$ cat src/rtl/dma_page_addr.sv
// dma_page_addr: DMA page-address companion for an 8237-style DMA controller.
// Builds the system memory address {page[chan], A15..A8, A7..A0} during DMA
// cycles and flags multi-DACK faults and 64K address wrap.
//
// Ports:
//   clk, reset       clock, asynchronous active-high reset
//   cs_page          page/status register select (active low)
//   ior, iow         CPU I/O read / write strobes (active low)
//   a[2:0]           register select: 0->ch0 1->ch2 2->ch3 3->ch1 4->status
//   db_in[7:0]       CPU write data; A15..A8 from the 8237 while adstb=1
//   db_out, db_oe    register read data and its drive enable
//   aen              DMA owns the bus (blocks CPU register access)
//   adstb            8237 address strobe, latches A15..A8 from db_in
//   dack[NUM_CH-1:0] DMA acknowledge, expected one-hot
//   a_lo[7:0]        A7..A0 straight from the 8237
//   addr, addr_oe    composed DMA address and its drive enable
//   irq_err          OR of the sticky status bits
module dma_page_addr #(
  parameter int unsigned PAGE_BITS = 4,
  parameter int unsigned NUM_CH    = 4
) (
  input  logic                   clk,
  input  logic                   reset,
  input  logic                   cs_page,
  input  logic                   ior,
  input  logic                   iow,
  input  logic [2:0]             a,
  input  logic [7:0]             db_in,
  output logic [7:0]             db_out,
  output logic                   db_oe,
  input  logic                   aen,
  input  logic                   adstb,
  input  logic [NUM_CH-1:0]      dack,
  input  logic [7:0]             a_lo,
  output logic [PAGE_BITS+15:0]  addr,
  output logic                   addr_oe,
  output logic                   irq_err
);

  localparam int unsigned CHW  = (NUM_CH > 1) ? $clog2(NUM_CH) : 1;
  localparam int unsigned CNTW = $clog2(NUM_CH + 1);

  typedef enum logic [1:0] {
    IDLE  = 2'd0,
    GRANT = 2'd1,
    XFER  = 2'd2
  } state_t;

  state_t                 state_q, state_d;
  logic [PAGE_BITS-1:0]   page_q [NUM_CH];
  logic [7:0]             a_hi_q;
  logic [CHW-1:0]         chan_q, chan_d;
  logic [PAGE_BITS+15:0]  addr_q, addr_d;
  logic                   addr_oe_q, addr_oe_d;
  logic                   multi_q, multi_d, wrap_q, wrap_d;
  logic                   irq_q;
  logic [7:0]             db_out_q;
  logic                   db_oe_q;
  logic                   wr_cond_q, stat_rd_q;
  logic [15:0]            prev_ad_q;
  logic                   prev_xfer_q;

  logic                   wr_cond, rd_cond, wr_pulse;
  logic                   stat_rd, stat_clr;
  logic                   sel_page;
  logic [CHW-1:0]         sel;
  logic [7:0]             rd_data;
  logic [CNTW-1:0]        dack_cnt;
  logic [CHW-1:0]         dack_idx;
  logic                   multi_set, wrap_set;
  logic [15:0]            cur_ad;

  // CPU access is only honoured while the DMA controller does not own the bus.
  assign wr_cond  = ~cs_page & ~iow & ior & ~aen;
  assign rd_cond  = ~cs_page & ~ior & iow & ~aen;
  assign wr_pulse = wr_cond & ~wr_cond_q;

  // Status clears once a status read ends (ior released while a=4).
  assign stat_rd  = rd_cond & (a == 3'd4);
  assign stat_clr = stat_rd_q & ~stat_rd;

  // PC port order: 0x81=ch2, 0x82=ch3, 0x83=ch1, 0x87=ch0 folded onto a[2:0].
  always_comb begin
    sel      = '0;
    sel_page = 1'b1;
    case (a)
      3'd0:    sel = CHW'(0);
      3'd1:    sel = CHW'(2);
      3'd2:    sel = CHW'(3);
      3'd3:    sel = CHW'(1);
      default: sel_page = 1'b0;
    endcase
  end

  always_comb begin
    rd_data = '0;
    if (sel_page) begin
      rd_data[PAGE_BITS-1:0] = page_q[sel];
    end else if (a == 3'd4) begin
      rd_data = {6'b0, wrap_q, multi_q};
    end
  end

  always_comb begin
    dack_cnt = '0;
    dack_idx = '0;
    for (int unsigned i = 0; i < NUM_CH; i++) begin
      if (dack[i]) begin
        dack_cnt = dack_cnt + CNTW'(1);
        dack_idx = CHW'(i);
      end
    end
  end

  assign cur_ad   = {a_hi_q, a_lo};
  assign wrap_set = (state_q == XFER) && prev_xfer_q &&
                    (prev_ad_q == 16'hFFFF) && (cur_ad == 16'h0000);

  always_ff @(posedge clk or posedge reset) begin
    if (reset) begin
      state_q <= IDLE;
    end else begin
      state_q <= state_d;
    end
  end

  always_comb begin
    state_d   = state_q;
    chan_d    = chan_q;
    addr_d    = addr_q;
    addr_oe_d = 1'b0;
    multi_set = 1'b0;
    case (state_q)
      IDLE: begin
        if (aen) state_d = GRANT;
      end
      GRANT: begin
        if (!aen) begin
          state_d = IDLE;
        end else if (dack_cnt == CNTW'(1)) begin
          chan_d  = dack_idx;
          state_d = XFER;
        end else if (dack_cnt > CNTW'(1)) begin
          multi_set = 1'b1;
        end
      end
      XFER: begin
        if (!aen) begin
          state_d = IDLE;
        end else if (dack_cnt > CNTW'(1)) begin
          multi_set = 1'b1;
          state_d   = GRANT;
        end else if (dack_cnt == '0) begin
          state_d = GRANT;
        end else begin
          // Use the live single DACK so a channel switch takes effect at once.
          chan_d    = dack_idx;
          addr_d    = {page_q[dack_idx], a_hi_q, a_lo};
          addr_oe_d = 1'b1;
        end
      end
      default: state_d = IDLE;
    endcase
  end

  always_comb begin
    multi_d = multi_q;
    wrap_d  = wrap_q;
    if (stat_clr) begin
      multi_d = 1'b0;
      wrap_d  = 1'b0;
    end
    // A fault arriving in the clearing cycle must not be lost.
    if (multi_set) multi_d = 1'b1;
    if (wrap_set)  wrap_d  = 1'b1;
  end

  always_ff @(posedge clk or posedge reset) begin
    if (reset) begin
      for (int unsigned i = 0; i < NUM_CH; i++) begin
        page_q[i] <= '0;
      end
      a_hi_q      <= '0;
      chan_q      <= '0;
      addr_q      <= '0;
      addr_oe_q   <= 1'b0;
      multi_q     <= 1'b0;
      wrap_q      <= 1'b0;
      irq_q       <= 1'b0;
      db_out_q    <= '0;
      db_oe_q     <= 1'b0;
      wr_cond_q   <= 1'b0;
      stat_rd_q   <= 1'b0;
      prev_ad_q   <= '0;
      prev_xfer_q <= 1'b0;
    end else begin
      if (wr_pulse && sel_page) begin
        page_q[sel] <= db_in[PAGE_BITS-1:0];
      end
      if (adstb) begin
        a_hi_q <= db_in;
      end
      chan_q      <= chan_d;
      addr_q      <= addr_d;
      addr_oe_q   <= addr_oe_d;
      multi_q     <= multi_d;
      wrap_q      <= wrap_d;
      irq_q       <= multi_d | wrap_d;
      db_oe_q     <= rd_cond;
      db_out_q    <= rd_cond ? rd_data : '0;
      wr_cond_q   <= wr_cond;
      stat_rd_q   <= stat_rd;
      prev_ad_q   <= cur_ad;
      prev_xfer_q <= (state_q == XFER);
    end
  end

  assign addr    = addr_q;
  assign addr_oe = addr_oe_q;
  assign db_out  = db_out_q;
  assign db_oe   = db_oe_q;
  assign irq_err = irq_q;

endmodule

$ cat config.mk
export PLATFORM = sky130hd
export DESIGN_NAME = dma_page_addr
export DESIGN_NICKNAME = d
export VERILOG_FILES = /design/src/rtl/dma_page_addr.sv
export SDC_FILE = /design/constraint.sdc
export NUM_CORES = 1
export LEC_CHECK = 0
export BUFFER_PORTS_ARGS = -buffer_cell sky130_fd_sc_hd__buf_2
export CAP_MARGIN = 20
export CORE_MARGIN = 2
export CORE_UTILIZATION = 55
export CTS_CLUSTER_DIAMETER = 100
export DETAILED_ROUTE_END_ITERATION = 7
export HOLD_SLACK_MARGIN = 0.08
export PLACE_DENSITY = 0.91
export SETUP_SLACK_MARGIN = 0.15
export SYNTH_ARGS = -nofsm -noshare
export SYNTH_HDL_FRONTEND = slang
export SYNTH_SLANG_ARGS = --single-unit
$ cat constraint.sdc
create_clock -name clk -period 2.59 [get_ports clk]
set_input_delay 0.518 -clock clk [delete_from_list [all_inputs] [get_ports clk]]
set_output_delay 0.518 -clock clk [all_outputs]
set_load 0.05 [all_outputs]
==> results of run 1 <==
[kinds of logic after synthesis]
kind of cell,Yosys count,share of synthesized area
flops,74,0.576
mux,53,0.201
simple gates,51,0.104
compound gates,23,0.0459
buf+inv,20,0.0315
fa+ha+maj,7,0.0272
xor+xnor,5,0.0136
other cells,1,0.00117
[worst reg2reg max path: stages, from the launching register on]
cell and delay, ns:
sky130_fd_sc_hd__dfrtp_1 0.44, sky130_fd_sc_hd__or4b_2 0.69, sky130_fd_sc_hd__nor4_1 0.30, sky130_fd_sc_hd__nor4bb_1 0.39, sky130_fd_sc_hd__or3b_1 0.19
[routing by layer]
metal	GRT usage	wire length, microns	vias to the layer above	part of all wire
met5	0	0	-	0
met2	0.373	3380	59	0.52
met1	0.294	2750	1085	0.42
li1	-	-	979	-
met4	0.0966	149	0	0.023
met3	0.0539	266	13	0.041
[area by class of cell]
cell class,count,share of cell area
well taps,72,0.0235
clock inverters,5,0.0163
flip-flops and latches,74,0.482
clock buffers,11,0.0368
repair buffers,66,0.0958
multi-input cells,143,0.337
inverters,8,0.00847
[report_power, final]
| part | total [mW] | leakage, nW | switching [mW] | internal (mW) |
|---|---|---|---|---|
| Sequential | 1.45 | 0.951 | 0.117 | 1.34 |
| Combinational | 0.935 | 0.868 | 0.633 | 0.302 |
| Clock | 0.908 | 0.0962 | 0.432 | 0.476 |
| Total | 3.30 | 1.91 | 1.18 | 2.12 |
[layout by cell type (no fill, tap or decap), types with 2 or more instances in the layout]
cell,n
sky130_fd_sc_hd__a22o_1,2
sky130_fd_sc_hd__mux2_2,36
sky130_fd_sc_hd__nand4_1,5
sky130_fd_sc_hd__nand2b_1,2
sky130_fd_sc_hd__dfrtp_1,74
sky130_fd_sc_hd__inv_1,6
sky130_fd_sc_hd__nor2_1,6
sky130_fd_sc_hd__mux2_4,4
sky130_fd_sc_hd__clkinvlp_4,2
sky130_fd_sc_hd__xnor2_1,2
sky130_fd_sc_hd__mux4_2,4
sky130_fd_sc_hd__or4b_2,2
sky130_fd_sc_hd__a21oi_1,7
sky130_fd_sc_hd__nand3_1,3
sky130_fd_sc_hd__clkbuf_8,10
sky130_fd_sc_hd__nand2_1,8
sky130_fd_sc_hd__o21ai_0,6
sky130_fd_sc_hd__conb_1,4
sky130_fd_sc_hd__buf_2,56
sky130_fd_sc_hd__mux2i_1,9
sky130_fd_sc_hd__ha_1,6
sky130_fd_sc_hd__buf_4,9
sky130_fd_sc_hd__a21o_1,2
sky130_fd_sc_hd__nor4_1,4
sky130_fd_sc_hd__xor2_1,3
sky130_fd_sc_hd__and2_1,2
sky130_fd_sc_hd__nand3b_1,2
[final timing paths]
| check | slack [ns] | endpoint | depth (start not counted) | start |
|---|---|---|---|---|
| hold reg to reg | 0.43 | prev_ad_q[10] | 0 | a_hi_q[2] |
| hold / removal | 0.24 | irq_err | 2 | reset |
| min in group clk | 0.29 | prev_ad_q[0] | 1 | a_lo[0] |
| setup reg to reg | 0.53 | irq_err | 4 | a_hi_q[1] |
| setup / recovery | 0.30 | addr[1] | 10 | dack[0] |
| max in group asynchronous | 1.65 | addr[11] | 3 | reset |
[timing repair]
action                                  in CTS  in global routing
endpoints found under the hold margin        0                  0
gates resized for setup                      0                  1
endpoints found under the setup margin       0                  3
[through the flow]
stage               hold WS, ns  TNS (ns)
floorplan                 0.378         0
global placement          0.412         0
detailed placement        0.418    -0.943
CTS                       0.253         0
global route              0.289         0
finish                    0.236         0
[registers in the layout (all words and copies together) (netlist names)]
signal       count
a_hi_q           8
db_out           4
addr_oe          1
prev_ad_q       16
state_q          2
page_q          16
db_oe            1
multi_q          1
addr            20
wr_cond_q        1
wrap_q           1
irq_err          1
prev_xfer_q      1
stat_rd_q        1
==> impl.org, run 1 <==
** Setup path
- Among cell families on the critical path, the largest total delay comes from adder cells.
- Slowest library cell on the worst path :: sky130_fd_sc_hd__mux2_2
- Data required, critical path :: 2.83 ns
- Worst path arrival time :: 2.52 ns
- The largest single stage delay on the critical path is 0.36 ns.
- The number of buffers and inverters on the critical path is 3.
- Element type at the critical path end :: flop
- Traced cell by cell, the critical path runs through buf_2 > inv_1 > ha_4 > xor2_1 > ha_1 > nor2b_2 > a21boi_2 > o2111a_1 > buf_12 > mux2_2.
- The critical path in this run is classified as in2reg.
- Maximum fanout along the worst path :: 25
- The worst setup path is launched from an input port.

** Logic synthesis
- Synth area leaders :: sky130_fd_sc_hd__dfrtp_1 (58%), sky130_fd_sc_hd__mux2_2 (13%), sky130_fd_sc_hd__mux2i_1 (2.8%), sky130_fd_sc_hd__mux4_2 (2.8%), sky130_fd_sc_hd__ha_1 (2.7%)
- In this run, synthesis inferred 0 flip-flops with an integrated enable.
- Each instance of the synthesized netlist takes up on average 13.7 sq um.
- Count of distinct cell types in the synthesized netlist :: 49
- In this run the cell area of the synthesized design comes to approximately 3200 sq um.
- Yosys Warn Count :: 0
- In the synthesized netlist, the number of instances is roughly 230.
- Post-synthesis sequential element count :: 74
- Cell taking the most area after synthesis :: sky130_fd_sc_hd__dfrtp_1
- The share of the Yosys chip area taken by registers is 0.576.
- Fraction of registers with async set or reset after synthesis :: 1.00
- In the synthesized netlist the dominant register cell turns out to be sky130_fd_sc_hd__dfrtp_1.
- Leading cell types by count after synthesis :: sky130_fd_sc_hd__dfrtp_1 (74), sky130_fd_sc_hd__mux2_2 (36), sky130_fd_sc_hd__mux2i_1 (9)
- Most numerous cell in the Yosys netlist :: sky130_fd_sc_hd__dfrtp_1
- Of the post-synthesis cell area, the dominant cell type holds 0.576.

** Place
- The number of placed instances, taps included, is between 300 and 400.
- Cell area after placement :: 3630 sq um
- Once detailed placement completed, the half-perimeter wirelength came to 4.82 mm.
- Final weighted congestion of routability-driven global placement :: 0.890
- At the placement stage, the worst setup path has a slack of -0.0724 ns.
- Buffers placed on the I/O ports in this run total 56.

** Finish
- Register area :: 1850 sq um
- Finished Layout Cells :: about 380
- Summing all multi-input logic gate instances after layout gives 1290 sq um.
- Area Growth Syn to Fin :: 19.4%
- Final standard cell utilization of the core :: 0.689
- Share of layout cells above drive strength 1 :: 0.450
- Net count of the finished layout :: 339
- Fill cells :: 380
- 0 antenna diodes ended up in the layout.
- Area of all placed cells without fillers :: approximately 3800 sq um

** Route
- Wirelength per Cell :: 17.3 microns
- Across all layers, the routed design uses 2,136 vias.
- Number of nets with antenna violations after routing :: 0
- Vias per Instance :: 5.64
- First-pass iteration count of the detailed router :: 4
- Drt first-iter violations :: 145
- For this block, the routed nets add up to 6.54 mm of wire.
- After detailed routing, the number of remaining DRC violations is 0.

** Clock tree
- Clk sink count :: 74
- For the worst-skew pair, the clock arrives at the later sink with an insertion delay of approximately 0.35 ns.
- TritonCTS built the clock tree.
- The clock passes through at most 2 buffers.
- Buffers inserted to repair hold after CTS numbered 0.
- Post-CTS repair timing setup buffer count :: 0
- CTS placed an instance of sky130_fd_sc_hd__clkbuf_8 at the clock tree root.
- Clock transition at path regs :: 0.08 ns
- Maximum level of the CTS H-tree :: 3
- Number of buffers added by the clock tree synthesis step :: 9

** Die
- The die is 80.5 microns wide.
- The die covers between 6000 and 7000 sq um.
- 61 I/O pins were placed.
- Initial core utilization :: 0.577
- Core region area :: 5570 sq um
- After floorplanning, the core was divided into 27 placement rows.
- The floorplan step set the die height to 80.5 microns.

** Global route
- Overflow left after global routing :: 0
- Number of global-route vias before repair :: 2,294
- Overall routing resource usage :: 0.229
- The number of antenna violations at the first check in global routing came to 0.
- The first global-routing pass estimated 10.9 mm of wire.
- Entering global routing, the biggest net connects 32 pins.

** Pwr
- Leakage :: 1.91 nW
- Total power for the finished layout comes to 3.30 mW.
- Worst IR Drop VDD :: 0.000521 V
- Power density over the cells :: ~860 nW/um^2

** Worst hold path
- The worst hold path belongs to the class in2async.

** STA
- The worst path meets setup with 0.305 ns of slack.
- Relative slew slack :: 0.586
- Between clock sinks in the finished design, the worst skew comes to between 0.01 and 0.015 ns.
- Highest achievable clock rate :: 0.438 GHz
- Endpoints failing setup :: 0
- Setup repair after global routing missed its margin :: false
- Fraction of the cycle the final worst path needs :: 0.882
- The number of hold-slack violations in the final timing report was 0.
- After layout, the minimum clock period comes to 2.29 ns.
- Fin. max-slew vios :: 0
- At the pin with the least slew margin, the transition time is 0.620 ns.

** Run
- Max-cap violations in this run came to 0.

** Run status
- Result of the run :: complete, no violations
(Power assumes the default switching activity.)
==> run 2, diff against run 1 <==
CORE_UTILIZATION = 35   (was 55)
PLACE_DENSITY = 0.67   (was 0.91)
RECOVER_POWER = 50   (was unset)
==> run 2 against run 1 <==
Compared with the run above: the flow now finishes with violations (capacitance limit, slew limit); wire length is 4.6% lower; setup slack better by 0.062 ns; sequential share of layout area is 0.77 points lower; core utilization is 25 points lower; first-iteration DRC count is 36% lower; die area is 54% higher; sequential power hardly changed.
==> impl.org, run 2 (synthesis gave the netlist of run 1 again) <==
** STA
- The clock tree skew after final layout came to 0.00570 ns (was 0.0120 ns).
- Setup repair after global routing missed its margin :: false (unchanged)
- Fin. max-slew vios :: 75 (was 0)
- The aggregate negative setup slack was 0 ns (unchanged).
- The highest achievable clock rate is 0.450 GHz (was 0.438 GHz).
- The worst slew margin relative to its limit came to -0.183 (was 0.586).
- Worst setup slack after layout :: 0.367 ns (was 0.305 ns)
- The worst hold margin is 0.323 ns (was 0.236 ns).
- The final period utilization was 0.858 (was 0.882).
- Fin. Hold Viols :: 0 (unchanged)
- The count of final setup violators came to 0 (unchanged).
- Pin slew with the least headroom to its limit :: 1.77 ns (was 0.620 ns)
- Minimum clock period :: 2.22 ns (was 2.29 ns)

** Setup path
- The cell with the biggest individual delay on the critical path was sky130_fd_sc_hd__mux2_2 (unchanged).
- Category of the critical setup timing path :: in2reg (unchanged)
- Maximum fanout along the worst path :: 19 (was 25)
- Slowest Stage Delay on Critical Path :: 0.35 ns (was 0.36 ns)
- Element type at the critical path end :: flop (unchanged)
- Worst reg-to-reg setup slack :: 0.64 ns (was 0.53 ns)
- FF-to-FF End :: irq_err (unchanged)
- The number of cells traversed by the worst register-to-register path was 5 (was 4).
- The kind of start point of the critical path is an input port (unchanged).
- Worst path arrival time :: 2.45 ns (was 2.52 ns)
- Critical path capture point :: addr[7] (was addr[1])
- Worst reg2reg path startpoint :: a_hi_q[1] (unchanged)
- The startpoint of the worst setup timing path was dack[0] (unchanged).
- The required arrival time at the worst endpoint was 2.81 ns (was 2.83 ns).
- Cells along the critical path :: buf_2 > inv_1 > ha_4 > xor2_1 > ha_1 > nor2b_1 > a21boi_2 > o2111a_1 > buf_12 > mux2_2 (was buf_2 > inv_1 > ha_4 > xor2_1 > ha_1 > nor2b_2 > a21boi_2 > o2111a_1 > buf_12 > mux2_2)

** Run status
- Result of the run: finished with violations (was complete, no violations).
- Violated checks :: capacitance limit, slew limit

** Finish
- Number of flip-flops in the largest register :: 20 (unchanged)
- The most common cell after layout, fill and taps aside is sky130_fd_sc_hd__dfrtp_1 (unchanged).
- Share of layout cells above drive strength 1 :: 0.412 (was 0.450)
- Most used cells in the layout excluding fill and tap cells: sky130_fd_sc_hd__dfrtp_1 (74), sky130_fd_sc_hd__buf_2 (48), sky130_fd_sc_hd__mux2_2 (36) (was sky130_fd_sc_hd__dfrtp_1 (74), sky130_fd_sc_hd__buf_2 (56), sky130_fd_sc_hd__mux2_2 (36)).
- Register area :: 1850 sq um (unchanged)
- Number of antenna repair diodes :: 0 (unchanged)
- The signed area change from the synthesized netlist to the final layout was 21.3% (was 19.4%).
- The area taken by multi-input logic gates is 1290 sq um (about the same).
- Fill cells :: 794 (was 380)
- Final standard cell utilization of the core :: 0.443 (was 0.689)
- Net count of the finished layout :: 338 (was 339)

** Pwr
- The power density normalized to cell area was 880 nW/um^2 (was 859 nW/um^2).
- Worst IR Drop VDD :: 0.000385 V (was 0.000521 V)
- Leakage :: 1.91 nW (about the same)
- Total chip power :: 3.43 mW (was 3.30 mW)

** Global route
- Grt met2 use :: 0.210 (was 0.373)
- The wire length of the first global-routing pass was 10.6 mm (was 10.9 mm).
- Routing usage on met1 :: 0.189 (was 0.294)
- Met3 Usage GRT :: 0.0320 (was 0.0539)
- Number of global-route vias before repair :: 2,120 (was 2,294)
- The number of antenna violations at the first check in global routing is 0 (unchanged).
- The most utilized layer in the global route result was met2 (unchanged).
- The total congestion overflow was 0 (unchanged).
- Overall routing resource usage :: 0.137 (was 0.229)
- The largest net degree at the start of global routing came to 75 (was 32).

** Die
- The die outline area came to 9970 sq um (was 6470 sq um).
- Die height :: 99.9 microns (was 80.5 microns)
- Initial core utilization :: 0.365 (was 0.577)
- The placement row count was 34 (was 27).
- Core region area :: 8810 sq um (was 5570 sq um)
- Number of top-level design ports :: 61 (unchanged)
- Die extent in x :: 99.9 microns (was 80.5 microns)

** Place
- The count of input and output buffers came to 56 (unchanged).
- Final weighted congestion of routability-driven global placement :: 0.769 (was 0.890)
- Detailed Place HPWL :: 4.60 mm (was 4.82 mm)
- The pre-CTS worst setup slack is 0.000851 ns (was -0.0724 ns).

** Route
- The routed length per instance came to 15.1 microns (was 17.3 microns).
- Drt first-iter violations :: 93 (was 145)
- First-pass iteration count of the detailed router :: 3 (was 4)
- The total number of vias was 2,037 (was 2,136).
- Final WL :: 6.24 mm (was 6.54 mm)
- The ratio of routed vias to standard cells is 4.92 (was 5.64).
- The final antenna-violating net count is 0 (unchanged).
- DRC Markers :: 0 (unchanged)

** Clock tree
- Clk sink count :: 74 (unchanged)
- Maximum level of the CTS H-tree :: 3 (unchanged)
- TritonCTS clock tree :: done (unchanged)
- # resized after CTS :: 0 (unchanged)
- The post-CTS setup buffer count came to 0 (unchanged).
- The clock root buffer was sky130_fd_sc_hd__clkbuf_8 (unchanged).
- The CTS buffer count was 9 (unchanged).
- Hold buffer count at CTS :: 0 (unchanged)
- The worst-skew pair later-pin latency is 0.34 ns (was 0.35 ns).
- The worst-case clock buffer depth is 2 (unchanged).
- The clock edge transition at the registers on the reported setup and hold paths was 0.07 ns (was 0.08 ns).

** Worst hold path
- The type of the worst min-delay path is in2reg (was in2async).

** Run
- The max capacitance violation total is 1 (was 0).
==> run 2: worst min-delay path by stage <==
stage | start | to | slack [ns] | cells past startpoint
final | a_lo[4] | prev_ad_q[4] | 0.32 | 1
after global routing | a_lo[4] | prev_ad_q[4] | 0.31 | 1
after CTS | reset | addr[2] | 0.27 | 3
after detailed placement | a_hi_q[3] | prev_ad_q[11] | 0.42 | 0
after global placement | a_hi_q[0] | prev_ad_q[8] | 0.42 | 0
after floorplan | a_hi_q[1] | prev_ad_q[9] | 0.38 | 0
==> run 2: power by group <==
group / switching, mW / internal, mW
combinational: 0.624 / 0.297
clock: 0.399 / 0.669
sequential: 0.108 / 1.34
==> run 2: worst max-delay path: cells and delay by family <==
| family | cells | cell delay [ns] |
|---|---|---|
| xor gates and xnor gates | 1 | 0.16 |
| and+or+nand+nor | 1 | 0.13 |
| muxes | 1 | 0.35 |
| buffers and inverters | 3 | 0.38 |
| AOI/OAI and AO/OA | 2 | 0.41 |
| adders and majority gates | 2 | 0.50 |
==> run 2: layer usage <==
layer,share of wire,vias to the layer above
met3,0.040,8
met1,0.47,1011
met5,0,-
met2,0.47,43
met4,0.015,0
li1,-,975
==> run 2: cell type report <==
type	instances	area share
inverters	8	0.00834
well taps	108	0.0346
repair buffers	65	0.0892
multi-input cells	143	0.331
clock buffers	12	0.0372
flip-flops and latches	74	0.475
clock inverters	4	0.0253
==> run 2: metrics by stage <==
step,instances,instance area [sq um]
global route,414,3900
global placement,398,3680
floorplan,237,3270
detailed placement,398,3680
finish,414,3900
CTS,414,3930
==> run 3, diff against run 2 <==
RECOVER_POWER = unset   (was 50)
==> run 3 against run 2 <==
Compared with the run above: the flow now finishes without violations; worst hold slack lost 0.072 ns; fmax fell by 0.38%; via count down 0.39%; largest cell class unchanged; highest routed layer unchanged.
==> impl.org, run 3 (synthesis gave the netlist of run 1 again) <==
** Setup path
- The type of the setup path with the least slack is in2reg (unchanged).
- Worst path arrival time :: 2.45 ns (about the same)
- The endpoint of the lowest-slack register-to-register path is irq_err (unchanged).
- The setup slack of the worst register-to-register path came to 0.65 ns (was 0.64 ns).
- The required arrival time at the worst endpoint was 2.81 ns (about the same).
- The worst-path maximum fanout was 19 (unchanged).
- Cells along the critical path :: buf_2 > inv_1 > ha_4 > xor2_1 > ha_1 > nor2b_1 > a21boi_2 > o2111a_1 > buf_12 > mux2_2 (unchanged)
- The type of destination of the critical path is a flop (unchanged).
- The kind of start point of the critical path is an input port (unchanged).
- Slowest library cell on the worst path :: sky130_fd_sc_hd__mux2_2 (unchanged)
- Worst reg2reg path startpoint :: a_hi_q[1] (unchanged)
- The number of cells traversed by the worst register-to-register path was 5 (unchanged).
- Slowest Stage Delay on Critical Path :: 0.35 ns (about the same)

** Pwr
- The power density normalized to cell area came to 876 nW/um^2 (was 880 nW/um^2).
- The total power is 3.44 mW (was 3.43 mW).
- The switching share of total power came to 0.329 (about the same).
- P_sw :: 1.13 mW (about the same)
- The leakage component of the power is 1.94 nW (was 1.91 nW).
- The sequential share of power was 0.420 (was 0.421).
- Clock Power Share :: 0.311 (about the same)
- Cell Int Power :: 2.31 mW (was 2.30 mW)
- Worst IR Drop VDD :: 0.000385 V (about the same)
- The combinational fraction of design power was 0.269 (was 0.268).

** Route
- The total number of vias is 2,029 (was 2,037).
- DRC Markers :: 0 (unchanged)
- The final antenna-violating net count was 0 (unchanged).
- The ratio of routed vias to standard cells came to 4.90 (was 4.92).
- The routed length per instance is 15.1 microns (unchanged).
- The routed length on met2 is 2.89 mm (was 2.96 mm).
- The met1 routed wirelength after detailed routing came to 3.00 mm (was 2.94 mm).
- First-pass iteration count of the detailed router :: 4 (was 3)
- Uppermost signal routing layer after detailed routing :: met4 (unchanged)
- WL met3 :: 251 microns (was 252 microns)
- Final WL :: 6.24 mm (unchanged)
- Drt first-iter violations :: 104 (was 93)

** Clock tree
- The clock root buffer is sky130_fd_sc_hd__clkbuf_8 (unchanged).
- TritonCTS clock tree :: done (unchanged)
- The maximum level of the CTS H-tree is 3 (unchanged).
- Clock transition at path regs :: 0.07 ns (about the same)
- The quantity of hold-fixing buffers added after cts is 0 (unchanged).
- The worst-skew pair later-pin latency came to 0.34 ns (about the same).
- # resized after CTS :: 0 (unchanged)
- Clk sink count :: 74 (unchanged)
- Post-CTS repair timing setup buffer count :: 0 (unchanged)
- Number of buffers added by the clock tree synthesis step :: 9 (unchanged)
- Clock buffer depth :: 2 (unchanged)

** STA
- Total negative setup slack :: 0 ns (unchanged)
- The highest achievable clock rate was 0.448 GHz (was 0.450 GHz).
- Relative slew slack :: 0.660 (was -0.183)
- The shortest period the worst path allows was 2.23 ns (was 2.22 ns).
- Fin. max-slew vios :: 0 (was 75)
- Setup repair after global routing missed its margin :: false (unchanged)
- Fin. Hold Viols :: 0 (unchanged)
- The final period utilization came to 0.862 (was 0.858).
- The clock tree skew after final layout came to 0.00533 ns (was 0.00570 ns).
- Endpoints failing setup :: 0 (unchanged)
- Pin slew with the least headroom to its limit :: 0.509 ns (was 1.77 ns)

** Finish
- Share of layout cells above drive strength 1 :: 0.441 (was 0.412)
- Most used cells in the layout excluding fill and tap cells :: sky130_fd_sc_hd__dfrtp_1 (74), sky130_fd_sc_hd__buf_2 (56), sky130_fd_sc_hd__mux2_2 (36) (was sky130_fd_sc_hd__dfrtp_1 (74), sky130_fd_sc_hd__buf_2 (48), sky130_fd_sc_hd__mux2_2 (36))
- Area of all placed cells without fillers :: 3930 sq um (was 3900 sq um)
- Net count of the finished layout :: 338 (unchanged)
- Most frequent standard cell in the layout excluding fill and tap cells :: sky130_fd_sc_hd__dfrtp_1 (unchanged)
- The flip-flop count of the largest register after layout was 20 (unchanged).
- The signed area change from the synthesized netlist to the final layout was 22.1% (was 21.3%).
- The post-layout utilization of the core was 0.446 (was 0.443).
- Number of antenna repair diodes :: 0 (unchanged)

** Global route
- The number of global-route vias before repair came to 2,120 (unchanged).
- The number of antenna violations at the first check in global routing is 0 (unchanged).
- The global-route usage over all layers was 0.137 (unchanged).
- The largest net degree at the start of global routing came to 75 (unchanged).
- The total congestion overflow is 0 (unchanged).
- First-pass GRT wire length :: 10.6 mm (unchanged)

** Die
- Die outline area :: 9970 sq um (unchanged)
- Core region area :: 8810 sq um (unchanged)
- The height of the chip came to 99.9 microns (unchanged).
- The starting density of the core was 0.365 (unchanged).
- The number of placed I/O pins was 61 (unchanged).
- Die extent in x :: 99.9 microns (unchanged)
- Row Count :: 34 (unchanged)

** Worst hold path
- The type of the worst min-delay path is in2async (was in2reg).

** Place
- The final weighted congestion of routability-driven global placement was 0.769 (unchanged).
- The post-DP HPWL is 4.60 mm (unchanged).
- Cell area after placement :: 3680 sq um (unchanged)
- Port bufs :: 56 (unchanged)

** Run status
- Result of the run: complete, no violations (was finished with violations).

** Run
- The max capacitance violation total is 0 (was 1).
[run 3: metrics by stage]
stage / hold WS (ns) / setup WS (ns) / std cells
after global placement: 0.416 / 0.0454 / 398
after CTS: 0.266 / 0.362 / 414
after floorplan: 0.378 / 0.130 / 237
after detailed placement: 0.420 / 0.000851 / 398
final: 0.250 / 0.358 / 414
after global routing: 0.285 / 0.254 / 414
[run 3: worst max-delay path, delay by kind of cell]
kind	cells	cell delay, ns
xor+xnor	1	0.16
fa+ha+maj	2	0.49
buf+inv	3	0.38
compound gates	2	0.41
mux	1	0.35
simple gates	1	0.13
[run 3: metal layers]
metal | vias to the layer above | GRT usage
li1 | 973 | -
met1 | 1007 | 0.189
met2 | 41 | 0.210
met3 | 8 | 0.0320
met4 | 0 | 0.0537
met5 | - | 0
[run 3: worst max path at each step]
stage / from / endpoint / slack (ns) / depth (start not counted)
floorplan: dack[1] / addr[0] / 0.13 / 10
global placement: dack[0] / addr[9] / 0.05 / 10
detailed placement: dack[0] / addr[1] / 0.0009 / 10
CTS: dack[0] / addr[1] / 0.36 / 10
global route: dack[1] / addr[10] / 0.25 / 10
finish: dack[0] / addr[7] / 0.36 / 10
[run 3: layout make-up]
| class | instances | area, sq um |
|---|---|---|
| Fill cell | 788 | 4880 |
| Multi-Input combinational cell | 143 | 1290 |
| Clock inverter | 4 | 98.8 |
| Sequential cell | 74 | 1850 |
| Timing Repair Buffer | 65 | 373 |
| Inverter | 8 | 32.5 |
| Clock buffer | 12 | 145 |
| Tap cell | 108 | 135 |
[run 3: power groups by stage]
stage / Clock, mW / Combinational [mW] / Sequential [mW]
floorplan: 0 / 0.340 / 1.82
global placement: 0 / 0.920 / 1.46
detailed placement: 0 / 0.935 / 1.47
CTS: 1.09 / 0.938 / 1.45
global route: 1.15 / 0.998 / 1.47
finish: 1.07 / 0.926 / 1.44
